$ cat src/rtl/execute_multicycle_pkg.sv
// Shared types and constants for the multi-cycle completion unit.
package execute_multicycle_pkg;

  // Storage widths: unit field covers up to 16 units, data field up to XLEN=64.
  localparam int unsigned mc_unit_w = 4;
  localparam int unsigned mc_data_w = 64;
  localparam int unsigned mc_reg_w  = 5;

  // Functional unit indices.
  localparam int unsigned mc_unit_div = 0;
  localparam int unsigned mc_unit_mul = 1;

  typedef struct packed {
    logic                 valid;
    logic                 done;
    logic [mc_unit_w-1:0] unit;
    logic [mc_reg_w-1:0]  waddr;
    logic [mc_data_w-1:0] data;
  } mc_entry_type;

  function automatic mc_entry_type init_mc_entry();
    mc_entry_type e;
    e = '0;
    return e;
  endfunction

endpackage

$ cat src/rtl/execute_multicycle_mc_queue.sv
// In-order completion queue: circular buffer with per-unit result capture.
module mc_queue
  import execute_multicycle_pkg::*;
#(
  parameter int unsigned XLEN  = 32,
  parameter int unsigned UNITS = 2,
  parameter int unsigned DEPTH = 4
) (
  input  logic                      clk,
  input  logic                      rst,
  input  logic                      clear_i,
  input  logic                      push_i,
  input  logic [mc_unit_w-1:0]      push_unit_i,
  input  logic [mc_reg_w-1:0]       push_waddr_i,
  input  logic [UNITS-1:0]          cap_valid_i,
  input  logic [UNITS*XLEN-1:0]     cap_data_i,
  input  logic                      pop_i,
  output logic                      head_valid_c,
  output logic                      head_done_c,
  output logic [mc_reg_w-1:0]       head_waddr_c,
  output logic [XLEN-1:0]           head_data_c,
  output logic [$clog2(DEPTH):0]    count_o,
  output logic [UNITS-1:0]          unit_busy_c,
  output logic [31:0]               busy_mask_c
);

  localparam int unsigned PW = $clog2(DEPTH);
  localparam int unsigned CW = PW + 1;

  mc_entry_type   q_q [DEPTH];
  mc_entry_type   q_d [DEPTH];
  logic [PW-1:0]  head_q, head_d;
  logic [PW-1:0]  tail_q, tail_d;
  logic [CW-1:0]  count_q, count_d;

  // Next state: capture, retire, allocate; flush overrides everything.
  always_comb begin
    q_d     = q_q;
    head_d  = head_q;
    tail_d  = tail_q;
    count_d = count_q;
    for (int e = 0; e < DEPTH; e++) begin
      for (int u = 0; u < UNITS; u++) begin
        if (cap_valid_i[u] && q_q[e].valid && !q_q[e].done &&
            q_q[e].unit == mc_unit_w'(u)) begin
          q_d[e].done = 1'b1;
          q_d[e].data = mc_data_w'(cap_data_i[u*XLEN +: XLEN]);
        end
      end
    end
    if (pop_i) begin
      q_d[head_q] = init_mc_entry();
      head_d      = head_q + PW'(1);
    end
    if (push_i) begin
      q_d[tail_q]       = init_mc_entry();
      q_d[tail_q].valid = 1'b1;
      q_d[tail_q].unit  = push_unit_i;
      q_d[tail_q].waddr = push_waddr_i;
      tail_d            = tail_q + PW'(1);
    end
    count_d = count_q + CW'(push_i) - CW'(pop_i);
    if (clear_i) begin
      for (int e = 0; e < DEPTH; e++) q_d[e] = init_mc_entry();
      head_d  = '0;
      tail_d  = '0;
      count_d = '0;
    end
  end

  // State registers with synchronous active-low reset.
  always_ff @(posedge clk) begin
    if (!rst) begin
      for (int e = 0; e < DEPTH; e++) q_q[e] <= init_mc_entry();
      head_q  <= '0;
      tail_q  <= '0;
      count_q <= '0;
    end else begin
      q_q     <= q_d;
      head_q  <= head_d;
      tail_q  <= tail_d;
      count_q <= count_d;
    end
  end

  // Status views derived from registered entries.
  always_comb begin
    head_valid_c = q_q[head_q].valid;
    head_done_c  = q_q[head_q].done;
    head_waddr_c = q_q[head_q].waddr;
    head_data_c  = XLEN'(q_q[head_q].data);
    count_o      = count_q;
    unit_busy_c  = '0;
    busy_mask_c  = '0;
    for (int e = 0; e < DEPTH; e++) begin
      for (int u = 0; u < UNITS; u++) begin
        if (q_q[e].valid && !q_q[e].done && q_q[e].unit == mc_unit_w'(u))
          unit_busy_c[u] = 1'b1;
      end
      if (q_q[e].valid) busy_mask_c[q_q[e].waddr] = 1'b1;
    end
    busy_mask_c[0] = 1'b0;
  end

endmodule

$ cat src/rtl/execute_multicycle.sv
// Multi-cycle completion unit: issues to iterative units, retires in order.
module execute_multicycle
  import execute_multicycle_pkg::*;
#(
  parameter int unsigned XLEN     = 32,
  parameter int unsigned UNITS    = 2,
  parameter int unsigned DEPTH    = 4,
  parameter bit          BLOCKING = 1'b0
) (
  input  logic                                         clk,
  input  logic                                         rst,
  input  logic                                         issue_valid,
  input  logic [((UNITS > 1) ? $clog2(UNITS) : 1)-1:0] issue_unit,
  input  logic [4:0]                                   issue_waddr,
  output logic                                         issue_ready,
  output logic                                         stall,
  input  logic                                         clear,
  output logic [UNITS-1:0]                             unit_enable,
  output logic [UNITS-1:0]                             unit_kill,
  input  logic [UNITS-1:0]                             unit_ready,
  input  logic [UNITS*XLEN-1:0]                        unit_result,
  output logic                                         wb_wren,
  output logic [4:0]                                   wb_waddr,
  output logic [XLEN-1:0]                              wb_wdata,
  output logic [31:0]                                  busy_mask
);

  localparam int unsigned UW = (UNITS > 1) ? $clog2(UNITS) : 1;
  localparam int unsigned CW = $clog2(DEPTH) + 1;

  logic                head_valid, head_done;
  logic [mc_reg_w-1:0] head_waddr;
  logic [XLEN-1:0]     head_data;
  logic [CW-1:0]       count;
  logic [UNITS-1:0]    unit_busy;
  logic                unit_free, push, pop;

  // Issue handshake from registered queue state; flush blocks issue.
  always_comb begin
    unit_free = 1'b0;
    for (int u = 0; u < UNITS; u++) begin
      if (issue_unit == UW'(u)) unit_free = ~unit_busy[u];
    end
    issue_ready = ~clear & (count < CW'(DEPTH)) & unit_free &
                  (~BLOCKING | (count == '0));
    push        = issue_valid & issue_ready;
    stall       = issue_valid & ~issue_ready;
    unit_enable = '0;
    for (int u = 0; u < UNITS; u++) begin
      unit_enable[u] = push & (issue_unit == UW'(u));
    end
    unit_kill = {UNITS{clear}} & unit_busy;
  end

  // Retire the head once its result was captured in an earlier cycle.
  always_comb begin
    pop      = head_valid & head_done & ~clear;
    wb_wren  = pop & (|head_waddr);
    wb_waddr = pop ? head_waddr : '0;
    wb_wdata = pop ? head_data : '0;
  end

  mc_queue #(
    .XLEN  (XLEN),
    .UNITS (UNITS),
    .DEPTH (DEPTH)
  ) u_queue (
    .clk          (clk),
    .rst          (rst),
    .clear_i      (clear),
    .push_i       (push),
    .push_unit_i  (mc_unit_w'(issue_unit)),
    .push_waddr_i (issue_waddr),
    .cap_valid_i  (unit_ready),
    .cap_data_i   (unit_result),
    .pop_i        (pop),
    .head_valid_c (head_valid),
    .head_done_c  (head_done),
    .head_waddr_c (head_waddr),
    .head_data_c  (head_data),
    .count_o      (count),
    .unit_busy_c  (unit_busy),
    .busy_mask_c  (busy_mask)
  );

endmodule
$ cat config.mk
export PLATFORM = sky130hd
export DESIGN_NAME = execute_multicycle
export DESIGN_NICKNAME = d
export VERILOG_FILES = /design/src/rtl/execute_multicycle_pkg.sv /design/src/rtl/execute_multicycle_mc_queue.sv /design/src/rtl/execute_multicycle.sv
export SDC_FILE = /design/constraint.sdc
export NUM_CORES = 1
export LEC_CHECK = 0
export BUFFER_PORTS_ARGS = -buffer_cell sky130_fd_sc_hd__buf_2
export CORE_MARGIN = 5
export CORE_UTILIZATION = 55
export DETAILED_ROUTE_END_ITERATION = 10
export GPL_ROUTABILITY_DRIVEN = 0
export PLACE_DENSITY = 0.74
export SYNTH_ARGS = -nofsm -noshare
export SYNTH_HDL_FRONTEND = slang
export SYNTH_HIERARCHICAL = 1
export SYNTH_SLANG_ARGS = --single-unit
$ cat constraint.sdc
create_clock -name clk -period 6.4 [get_ports clk]
set_clock_uncertainty 0.05 [all_clocks]
set_input_delay 1.28 -clock clk [delete_from_list [all_inputs] [get_ports clk]]
set_output_delay 1.28 -clock clk [all_outputs]
set_load 0.1 [all_outputs]
==> impl_metrics.csv, run 1 <==
group,metric,value,unit
cells_and_area,num_antenna_cells,0,
min_path,worstHoldPathType,"flip-flop to flip-flop",
place,place_area,10400,um2
cells_and_area,area_delta_synth_final,13.7,%
clocking,cts_buffers,17,
global_route,grt_first_pass_wirelength,47.4,mm
route,vias_per_cell,6.64,
clocking,htreeDepth,4,
cells_and_area,final_common_cell,"dfxtp_1",
sta,setup_viol,0,
synth,netlist_area,9660,um2
clocking,post_cts_resized,0,
route,drt-initial-drc-count,924,
power,power.internal,0.00173,W
sta,fmax,219,MHz
synth,syn_area_per_cell,9.28,um2
sta,min_period,4580,ps
route,postRouteWirelength,30.2,mm
global_route,overflow,0,
clocking,clock_latency,430,ps
sta,tns,0,ps
synth,yosysWarnings,6,
clocking,cts_setup_buffers,0,
route,drc,0,
place,portBuffers,150,
global_route,antenna_found_initial,2,
route,wl_per_cell,22.0,um
power,peakVddDrop,0.178,mV
clocking,clk_pin_slew,70,ps
critical_path,critPathLaunchType,"flip-flop",
power,seqPwrFrac,48.4,%
critical_path,crit_required,5070,ps
critical_path,cp-end-kind,"output port",
floorplan,initial_core_util,55.9,%
global_route,grt_max_degree,66,
synth,synth_edf_count,0,
cells_and_area,final_util,63.5,%
critical_path,arrival,3250,ps
clocking,max-clock-path-buffers,2,
run,max_cap_viol_count,0,
sta,worstMarginPinSlew,1140,ps
clocking,root_buffer,"clkbuf_16",
critical_path,worstSetupPathType,"flip-flop to output port",
clocking,cts_tree,"yes",
outcome,outcome,"complete, no violations",
sta,drv_slew,0,
floorplan,io_pins,152,
sta,final_hold_viol_count,0,
floorplan,die_w,143,um
route,drtPass1Iterations,6,
synth,ys_seq_elements,179,
critical_path,r2r_slack,2440,ps
sta,rsz0062_at_grt,"false",
route,detail-route-antenna-nets,0,
cells_and_area,drive_gt1_share,27.1,%
critical_path,critPathMaxFanout,24,
floorplan,core_area,17300,um2
power,pwr_density_cell,211,nW/um2
power,netSwitchingFraction,25.5,%
sta,relSlewSlack,24.0,%
power,p_switching,0.000592,W
synth,synth_cell_types,60,
clocking,cts_sinks,179,
clocking,cts-hold-fix-buffers,0,
floorplan,rows,48,
power,clockPowerShare,45.0,%
synth,ys_async_sr_fraction,0,%
global_route,grt_pass1_vias,8803,
place,hpwl,18.5,mm
cells_and_area,fin_area,11000,um2
power,combPwrFrac,6.5,%
cells_and_area,fin_nets,1220,
synth,yosysSeqAreaShare,37.1,%
power,p_leak,4.09,nW
synth,synth_ff_type,"dfxtp_1",
cells_and_area,fill_cells,1511,
route,vias,9105,
global_route,track_usage,29.1,%
synth,syn_inst,1041,
sta,period_share,71.5,%
floorplan,fp.dieH,143,um
floorplan,dieArea,20300,um2
cells_and_area,layout_common_cells,"dfxtp_1, nand2_1, buf_2, o21a_1, o21ai_0",
cells in the mapped netlist, types with 6 or more instances:
| cell | n | area share (%) |
|---|---|---|
| nand3_1 | 11 | 0.57 |
| a21oi_1 | 18 | 0.93 |
| nor2_1 | 29 | 1.1 |
| o22ai_1 | 17 | 1.1 |
| nand2_1 | 154 | 6.0 |
| and2_1 | 42 | 2.7 |
| and3_1 | 10 | 0.65 |
| o221ai_1 | 13 | 1.2 |
| nand3b_1 | 10 | 0.78 |
| a22oi_1 | 6 | 0.47 |
| mux4_2 | 39 | 9.1 |
| clkbuf_1 | 73 | 2.8 |
| ha_1 | 10 | 1.3 |
| o21ai_0 | 62 | 3.2 |
| nor3b_1 | 7 | 0.54 |
| buf_6 | 8 | 0.93 |
| buf_2 | 22 | 1.1 |
| inv_1 | 10 | 0.39 |
| o221a_2 | 54 | 6.3 |
| and3b_1 | 8 | 0.73 |
| o21a_1 | 66 | 5.1 |
| a22o_1 | 33 | 3.0 |
| a221o_1 | 15 | 1.6 |
| mux2i_1 | 7 | 0.73 |
| nor2b_1 | 6 | 0.39 |
| a31oi_1 | 61 | 3.9 |
| o221a_1 | 9 | 1.0 |
| dfxtp_1 | 179 | 37 |
| or3b_2 | 7 | 0.63 |
worst max-delay path: stages (launching register included):
cell	delay, ps
dfxtp_2	710
buf_4	520
mux4_2	590
or4_1	510
o21a_1	180
buf_2	280
power groups by stage:
| stage | sequential, W | combinational (W) | clock, W |
|---|---|---|---|
| 2_1_floorplan | 0.00115 | 0.0000831 | 0 |
| 3_3_place_gp | 0.00115 | 0.000146 | 0 |
| 3_5_place_dp | 0.00115 | 0.000148 | 0 |
| 4_1_cts | 0.00112 | 0.000149 | 0.00105 |
| 5_1_grt | 0.00112 | 0.000162 | 0.00110 |
| 6_report | 0.00112 | 0.000151 | 0.00104 |
metal layers:
layer | track usage [%] | up-vias | share of wire, %
met3 | 5.17 | 50 | 9.0
li1 | - | 4123 | -
met2 | 48.4 | 515 | 47
met5 | 0 | - | 0.11
met1 | 39.2 | 4413 | 42
met4 | 8.10 | 4 | 1.4
worst paths after layout:
check / end / cells after the start / from
min: u_queue/q_q[160] / 1 / u_queue/q_q[160]
max reg2reg: u_queue/q_q[178] / 8 / u_queue/head_q[1]
max: wb_wren / 5 / u_queue/head_q[1]
min reg2reg: u_queue/q_q[160] / 1 / u_queue/q_q[160]
sequential cells by signal (all words and copies together) (netlist names):
register         count
u_queue/head_q       2
u_queue/count_o      3
u_queue/tail_q       2
u_queue/q_q        172
final cells by class:
class,count,area [um2],area share [%]
repair buffers,166,871,7.93
well taps,225,282,2.56
flip-flops and latches,179,3590,32.6
inverters,10,37.5,0.342
clock buffers,17,425,3.87
clock inverters,15,163,1.48
multi-input cells,759,5620,51.2
metrics by stage:
stage	setup WS, ps	cells	hold WS [ps]	total power [W]
global placement	1930	1339	394	0.00129
finish	1820	1371	417	0.00232
floorplan	761	1052	385	0.00123
detailed placement	1880	1339	402	0.00130
CTS	1790	1371	415	0.00232
global route	1660	1371	435	0.00239
kinds of logic (layout without fill, tap and decap cells):
family          Yosys count  in the layout  synth area share [%]
compound gates          370            370                  29.2
simple gates            315            315                  16.6
flops                   179            179                  37.1
buf+inv                 114            208                  5.37
mux                      46             46                  9.81
fa+ha+maj                11             11                  1.50
xor+xnor                  4              4                 0.363
other cells               2             13                0.0777
(Power assumes the default switching activity.)
==> run 2, diff against run 1 <==
--- a/config.mk
+++ b/config.mk
@@ -5,12 +5,13 @@
 export SDC_FILE = /design/constraint.sdc
 export NUM_CORES = 1
 export LEC_CHECK = 0
+export ABC_AREA = 1
 export BUFFER_PORTS_ARGS = -buffer_cell sky130_fd_sc_hd__buf_2
 export CORE_MARGIN = 5
 export CORE_UTILIZATION = 55
 export DETAILED_ROUTE_END_ITERATION = 10
 export GPL_ROUTABILITY_DRIVEN = 0
-export PLACE_DENSITY = 0.74
+export PLACE_DENSITY = 0.72
 export SYNTH_ARGS = -nofsm -noshare
 export SYNTH_HDL_FRONTEND = slang
 export SYNTH_HIERARCHICAL = 1
==> constraint.sdc (replaced) <==
create_clock -name clk -period 4.5 [get_ports clk]
set_clock_uncertainty 0.05 [all_clocks]
set_input_delay 0.9 -clock clk [delete_from_list [all_inputs] [get_ports clk]]
set_output_delay 0.9 -clock clk [all_outputs]
set_load 0.1 [all_outputs]
==> impl_metrics.csv, run 2 <==
group,metric,value,unit
clocking,htreeDepth,4,
synth,synthAdderAreaFrac,1.17,%
cells_and_area,final_common_cell,"nand2_1",
place,portBuffers,150,
critical_path,crit_required,3550,ps
synth,yosysTopAreaCell,"dfxtp_1",
power,pwr_density_cell,241,nW/um2
global_route,grt_first_pass_wirelength,70.7,mm
route,vias_per_cell,5.87,
cells_and_area,area_delta_synth_final,14.6,%
power,power.internal,0.00245,W
synth,yosysTopAreaCellShare,29.0,%
clocking,cts_setup_buffers,0,
power,p_leak,7.77,nW
synth,ys_top_cells_by_area,"dfxtp_1, nand2_1, nand3_1",
power,seqPwrFrac,46.8,%
floorplan,rows,54,
clocking,clk_pin_slew,80,ps
critical_path,cp-end-kind,"output port",
synth,synth_xor_area_share,0.0708,%
cells_and_area,fin_nets,2244,
synth,netlist_area,12400,um2
sta,worstMarginPinSlew,1030,ps
synth,syn_inst,2093,
sta,relSlewSlack,31.4,%
clocking,cts-hold-fix-buffers,0,
synth,synth_compound_area_share,10.3,%
synth,synth_cell_types,32,
synth,yosysSeqAreaShare,29.0,%
power,p_switching,0.000959,W
clocking,clock_latency,450,ps
power,fin_total_pwr,0.00341,W
route,drt-initial-drc-count,1750,
clocking,cts_buffers,17,
critical_path,critPathLaunchType,"flip-flop",
floorplan,fp.dieH,160,um
cells_and_area,largest_reg_flops,172,
floorplan,dieArea,25600,um2
synth,yosysWarnings,6,
power,netSwitchingFraction,28.1,%
sta,drv_slew,0,
sta,fmax,253,MHz
sta,min_period,3950,ps
floorplan,initial_core_util,56.3,%
synth,synth_most_common_cell,"nand2_1",
synth,synth-simple-area-share,41.7,%
sta,final_hold_viol_count,0,
floorplan,io_pins,152,
critical_path,critPathMaxFanout,47,
route,drtPass1Iterations,6,
sta,tns,0,ps
clocking,cts_sinks,179,
critical_path,r2r.worst_path.cells,14,
synth,synthMuxAreaShare,0,%
synth,ys_async_sr_fraction,0,%
global_route,grt_pass1_vias,13500,
clocking,post_cts_resized,0,
synth,synth_top_family_by_area,"simple AND/OR/NAND/NOR gates",
sta,setup_viol,0,
global_route,grt_max_degree,75,
synth,ys_seq_elements,179,
floorplan,die_w,160,um
global_route,overflow,0,
critical_path,arrival,3000,ps
sta,period_share,87.9,%
synth,syn_area_per_cell,5.91,um2
cells_and_area,drive_gt1_share,11.8,%
global_route,track_usage,33.7,%
route,wl_per_cell,18.3,um
outcome,outcome,"complete, no violations",
clocking,max-clock-path-buffers,2,
power,clockPowerShare,45.3,%
synth,ys_top_cells_by_count,"nand2_1, inv_1, nand3_1",
route,detail-route-antenna-nets,0,
power,combPwrFrac,7.9,%
route,vias,14400,
min_path,worstHoldPathType,"flip-flop to flip-flop",
min_path,whs_path_depth,2,
clocking,cts_tree,"yes",
route,postRouteWirelength,44.9,mm
cells_and_area,top_register,"u_queue/q_q",
route,drc,0,
global_route,antenna_found_initial,2,
clocking,root_buffer,"clkbuf_16",
floorplan,core_area,22000,um2
critical_path,worstSetupPathType,"flip-flop to output port",
place,hpwl,27.0,mm
synth,synth_ff_type,"dfxtp_1",
sta,rsz0062_at_grt,"false",
synth,synth_edf_count,0,
power,peakVddDrop,0.210,mV
cells_and_area,layout_common_cells,"nand2_1, inv_1, nand3_1, dfxtp_1, nor2_1",
run,max_cap_viol_count,0,
==> run 2: cell types whose count changed after synthesis, moves of 42 or more <==
cell	delta
nand3_1	+290
nand4_1	+131
a21oi_1	+61
o22ai_1	+47
buf_2	+49
nor2_1	+124
a31oi_1	-61
o221a_2	-54
o21a_1	-65
inv_1	+384
nand2_1	+337
and2_1	-42
==> run 2: critical path: stages (launching register included) <==
cell     delay, ps
dfxtp_2        320
inv_2          570
buf_4          520
o21ai_0        180
a21oi_1        220
a21oi_1         80
inv_1          100
nand3_1         90
o21ai_0        190
inv_1          100
buf_12         170
==> run 2: per-layer routing <==
| metal | track usage, % | share of wire, % | vias up |
|---|---|---|---|
| met3 | 7.91 | 13 | 145 |
| met1 | 42.9 | 39 | 6382 |
| met4 | 14.7 | 3.4 | 0 |
| met5 | 0 | 0 | - |
| li1 | - | - | 6821 |
| met2 | 54.8 | 45 | 1033 |
==> run 2: power by group through the flow <==
stage / Clock [W] / Combinational (W) / Sequential, W
CTS: 0.00155 / 0.000263 / 0.00159
floorplan: 0 / 0.000166 / 0.00163
finish: 0.00155 / 0.000270 / 0.00159
detailed placement: 0 / 0.000262 / 0.00163
global placement: 0 / 0.000258 / 0.00163
global route: 0.00162 / 0.000296 / 0.00159
==> run 2: final cells by class <==
class                           count  area, um2
Fill cell                        2077       7780
Multi-Input combinational cell   1380       6610
Sequential cell                   179       3580
Timing Repair Buffer              178       1530
Inverter                          401       1510
Clock buffer                       17        425
Tap cell                          280        350
Clock inverter                     15        166
Antenna cell                        2       5.00
==> run 2: path summary, 6_finish.rpt <==
| kind | from | endpoint | slack, ps |
|---|---|---|---|
| worst max-delay path | u_queue/head_q[0] | wb_wren | 550 |
| worst min-delay path | u_queue/count_o[2] | u_queue/count_o[2] | 430 |
| worst max register to register | u_queue/q_q[74] | u_queue/q_q[92] | 980 |
| worst min register to register | u_queue/count_o[2] | u_queue/count_o[2] | 430 |
==> run 2: cell families after synthesis <==
logic type,after synthesis
xor gates and xnor gates,1
adders and majority gates,11
AOI/OAI and AO/OA,235
other,2
and+or+nand+nor,1129
buffers and inverters,536
DFF,179
==> run 2: per-stage QoR <==
stage / setup WS, ps / area [um2] / hold WS, ps / util (%) / std cells
2_1_floorplan: 680 / 12400 / 389 / - / 2095
3_3_place_gp: 1130 / 13600 / 404 / 61.8 / 2418
3_5_place_dp: 1070 / 13600 / 412 / 61.8 / 2418
4_1_cts: 597 / 14200 / 427 / 64.5 / 2450
5_1_grt: 430 / 14200 / 459 / 64.5 / 2450
6_report: 545 / 14200 / 427 / 64.6 / 2452
==> run 3, diff against run 2 <==
--- a/config.mk
+++ b/config.mk
@@ -8,10 +8,10 @@
 export ABC_AREA = 1
 export BUFFER_PORTS_ARGS = -buffer_cell sky130_fd_sc_hd__buf_2
 export CORE_MARGIN = 5
-export CORE_UTILIZATION = 55
+export CORE_UTILIZATION = 30
 export DETAILED_ROUTE_END_ITERATION = 10
 export GPL_ROUTABILITY_DRIVEN = 0
-export PLACE_DENSITY = 0.72
+export PLACE_DENSITY = 0.43
 export SYNTH_ARGS = -nofsm -noshare
 export SYNTH_HDL_FRONTEND = slang
 export SYNTH_HIERARCHICAL = 1
==> constraint.sdc (replaced) <==
create_clock -name clk -period 4.5 [get_ports clk]
set_clock_uncertainty 0.05 [all_clocks]
set_input_delay 0.675 -clock clk [delete_from_list [all_inputs] [get_ports clk]]
set_output_delay 0.675 -clock clk [all_outputs]
set_load 0.1 [all_outputs]
==> impl_metrics.csv, run 3 (synthesized netlist as in run 2, its figures left out) <==
group,metric,value,unit
route,drc,0,
clocking,cts_setup_buffers,0,
cells_and_area,layout_common_cells,"nand2_1, inv_1, nand3_1, dfxtp_1, nor2_1",
sta,fmax,284,MHz
sta,final_hold_viol_count,0,
floorplan,die_w,213,um
cells_and_area,drive_gt1_share,11.8,%
global_route,track_usage,23.6,%
floorplan,initial_core_util,30.3,%
route,drt-initial-drc-count,1163,
cells_and_area,largest_reg_flops,172,
floorplan,io_pins,152,
critical_path,cp-end-kind,"output port",
critical_path,crit_required,3770,ps
clocking,cts-hold-fix-buffers,0,
place,portBuffers,150,
route,vias_per_cell,5.18,
place,hpwl,33.3,mm
sta,setup_ws,975,ps
floorplan,fp.dieH,213,um
sta,worstMarginPinSlew,1060,ps
cells_and_area,area_delta_synth_final,17.8,%
critical_path,arrival,2800,ps
cells_and_area,fill_cells,4628,
place,place_inst,2675,
critical_path,r2r_slack,1320,ps
global_route,grt_max_degree,80,
sta,min_period,3520,ps
cells_and_area,final_cells,2708,
clocking,clock_latency,440,ps
cells_and_area,final_common_cell,"nand2_1",
clocking,clk_pin_slew,70,ps
power,seqPwrFrac,46.1,%
critical_path,critPathLaunchType,"flip-flop",
route,postRouteWirelength,54.6,mm
power,p_switching,0.000912,W
clocking,max-clock-path-buffers,2,
sta,rsz0062_at_grt,"false",
clocking,root_buffer,"clkbuf_16",
critical_path,critPathMaxFanout,48,
global_route,overflow,0,
sta,drv_slew,0,
sta,setup_viol,0,
power,clockPowerShare,45.6,%
route,detail-route-antenna-nets,0,
sta,relSlewSlack,29.2,%
route,wl_per_cell,20.2,um
sta,tns,0,ps
clocking,htreeDepth,4,
clocking,cts_buffers,17,
cells_and_area,top_register,"u_queue/q_q",
critical_path,worstSetupPathType,"flip-flop to output port",
min_path,worstHoldPathType,"flip-flop to flip-flop",
clocking,cts_tree,"yes",
power,pwr_density_cell,237,nW/um2
floorplan,core_area,40800,um2
clocking,cts_sinks,179,
place,detailedPlace.worstSlack,1360,ps
outcome,outcome,"complete, no violations",
clocking,post_cts_resized,0,
power,p_leak,7.82,nW
power,netSwitchingFraction,26.4,%
power,power.internal,0.00254,W
global_route,grt_first_pass_wirelength,82.3,mm
run,max_cap_viol_count,0,
global_route,grt_pass1_vias,13300,
power,peakVddDrop,0.262,mV
floorplan,rows,74,
power,combPwrFrac,8.2,%
global_route,antenna_found_initial,3,
cells_and_area,fin_nets,2249,
route,vias,14000,
route,drtPass1Iterations,8,
sta,period_share,78.3,%
floorplan,dieArea,45400,um2
[run 3: path summary, 6_finish.rpt]
kind	start	to	cells after the start
worst min register to register	u_queue/count_o[2]	u_queue/count_o[2]	2
worst max-delay path	u_queue/head_q[0]	wb_wdata[31]	7
worst max register to register	u_queue/q_q[74]	u_queue/q_q[24]	14
worst min-delay path	u_queue/count_o[2]	u_queue/count_o[2]	2
[run 3: routing by layer]
metal  track usage (%)  vias to the layer above  routed length (um)
met2              39.1                      518               25400
met4              7.70                        0                1420
li1                  -                     6824                   -
met3              2.89                      104                3230
met1              32.0                     6584               24500
met5                 0                        -                   0
[run 3: through the flow]
| stage | instance area (um2) | total power, W | util (%) | hold slack (ps) |
|---|---|---|---|---|
| CTS | 14600 | 0.00349 | 35.7 | 430 |
| floorplan | 12400 | 0.00180 | - | 389 |
| finish | 14600 | 0.00346 | 35.7 | 427 |
| global route | 14600 | 0.00358 | 35.7 | 457 |
| global placement | 14000 | 0.00191 | 34.3 | 417 |
| detailed placement | 14000 | 0.00191 | 34.3 | 418 |
[run 3: final cells by class]
cell class / instances / area (um2) / area share (%)
repair buffers: 183 / 1580 / 10.9
clock buffers: 21 / 450 / 3.09
flip-flops and latches: 179 / 3580 / 24.6
clock inverters: 10 / 134 / 0.919
multi-input cells: 1380 / 6650 / 45.6
inverters: 401 / 1510 / 10.3
diodes: 2 / 5.00 / 0.0343
well taps: 532 / 666 / 4.57
[run 3: power by group through the flow]
stage	Sequential [W]	Combinational, W	Clock (W)
floorplan	0.00163	0.000166	0
global placement	0.00163	0.000280	0
detailed placement	0.00163	0.000281	0
CTS	0.00159	0.000282	0.00162
global route	0.00159	0.000312	0.00168
finish	0.00159	0.000284	0.00158
[run 3: worst max-delay path, stage by stage, from the launching register on]
cell	delay, ps
dfxtp_2	350
buf_4	360
buf_4	570
o21ai_0	200
o22ai_1	400
inv_1	80
nor2_1	190
buf_12	200
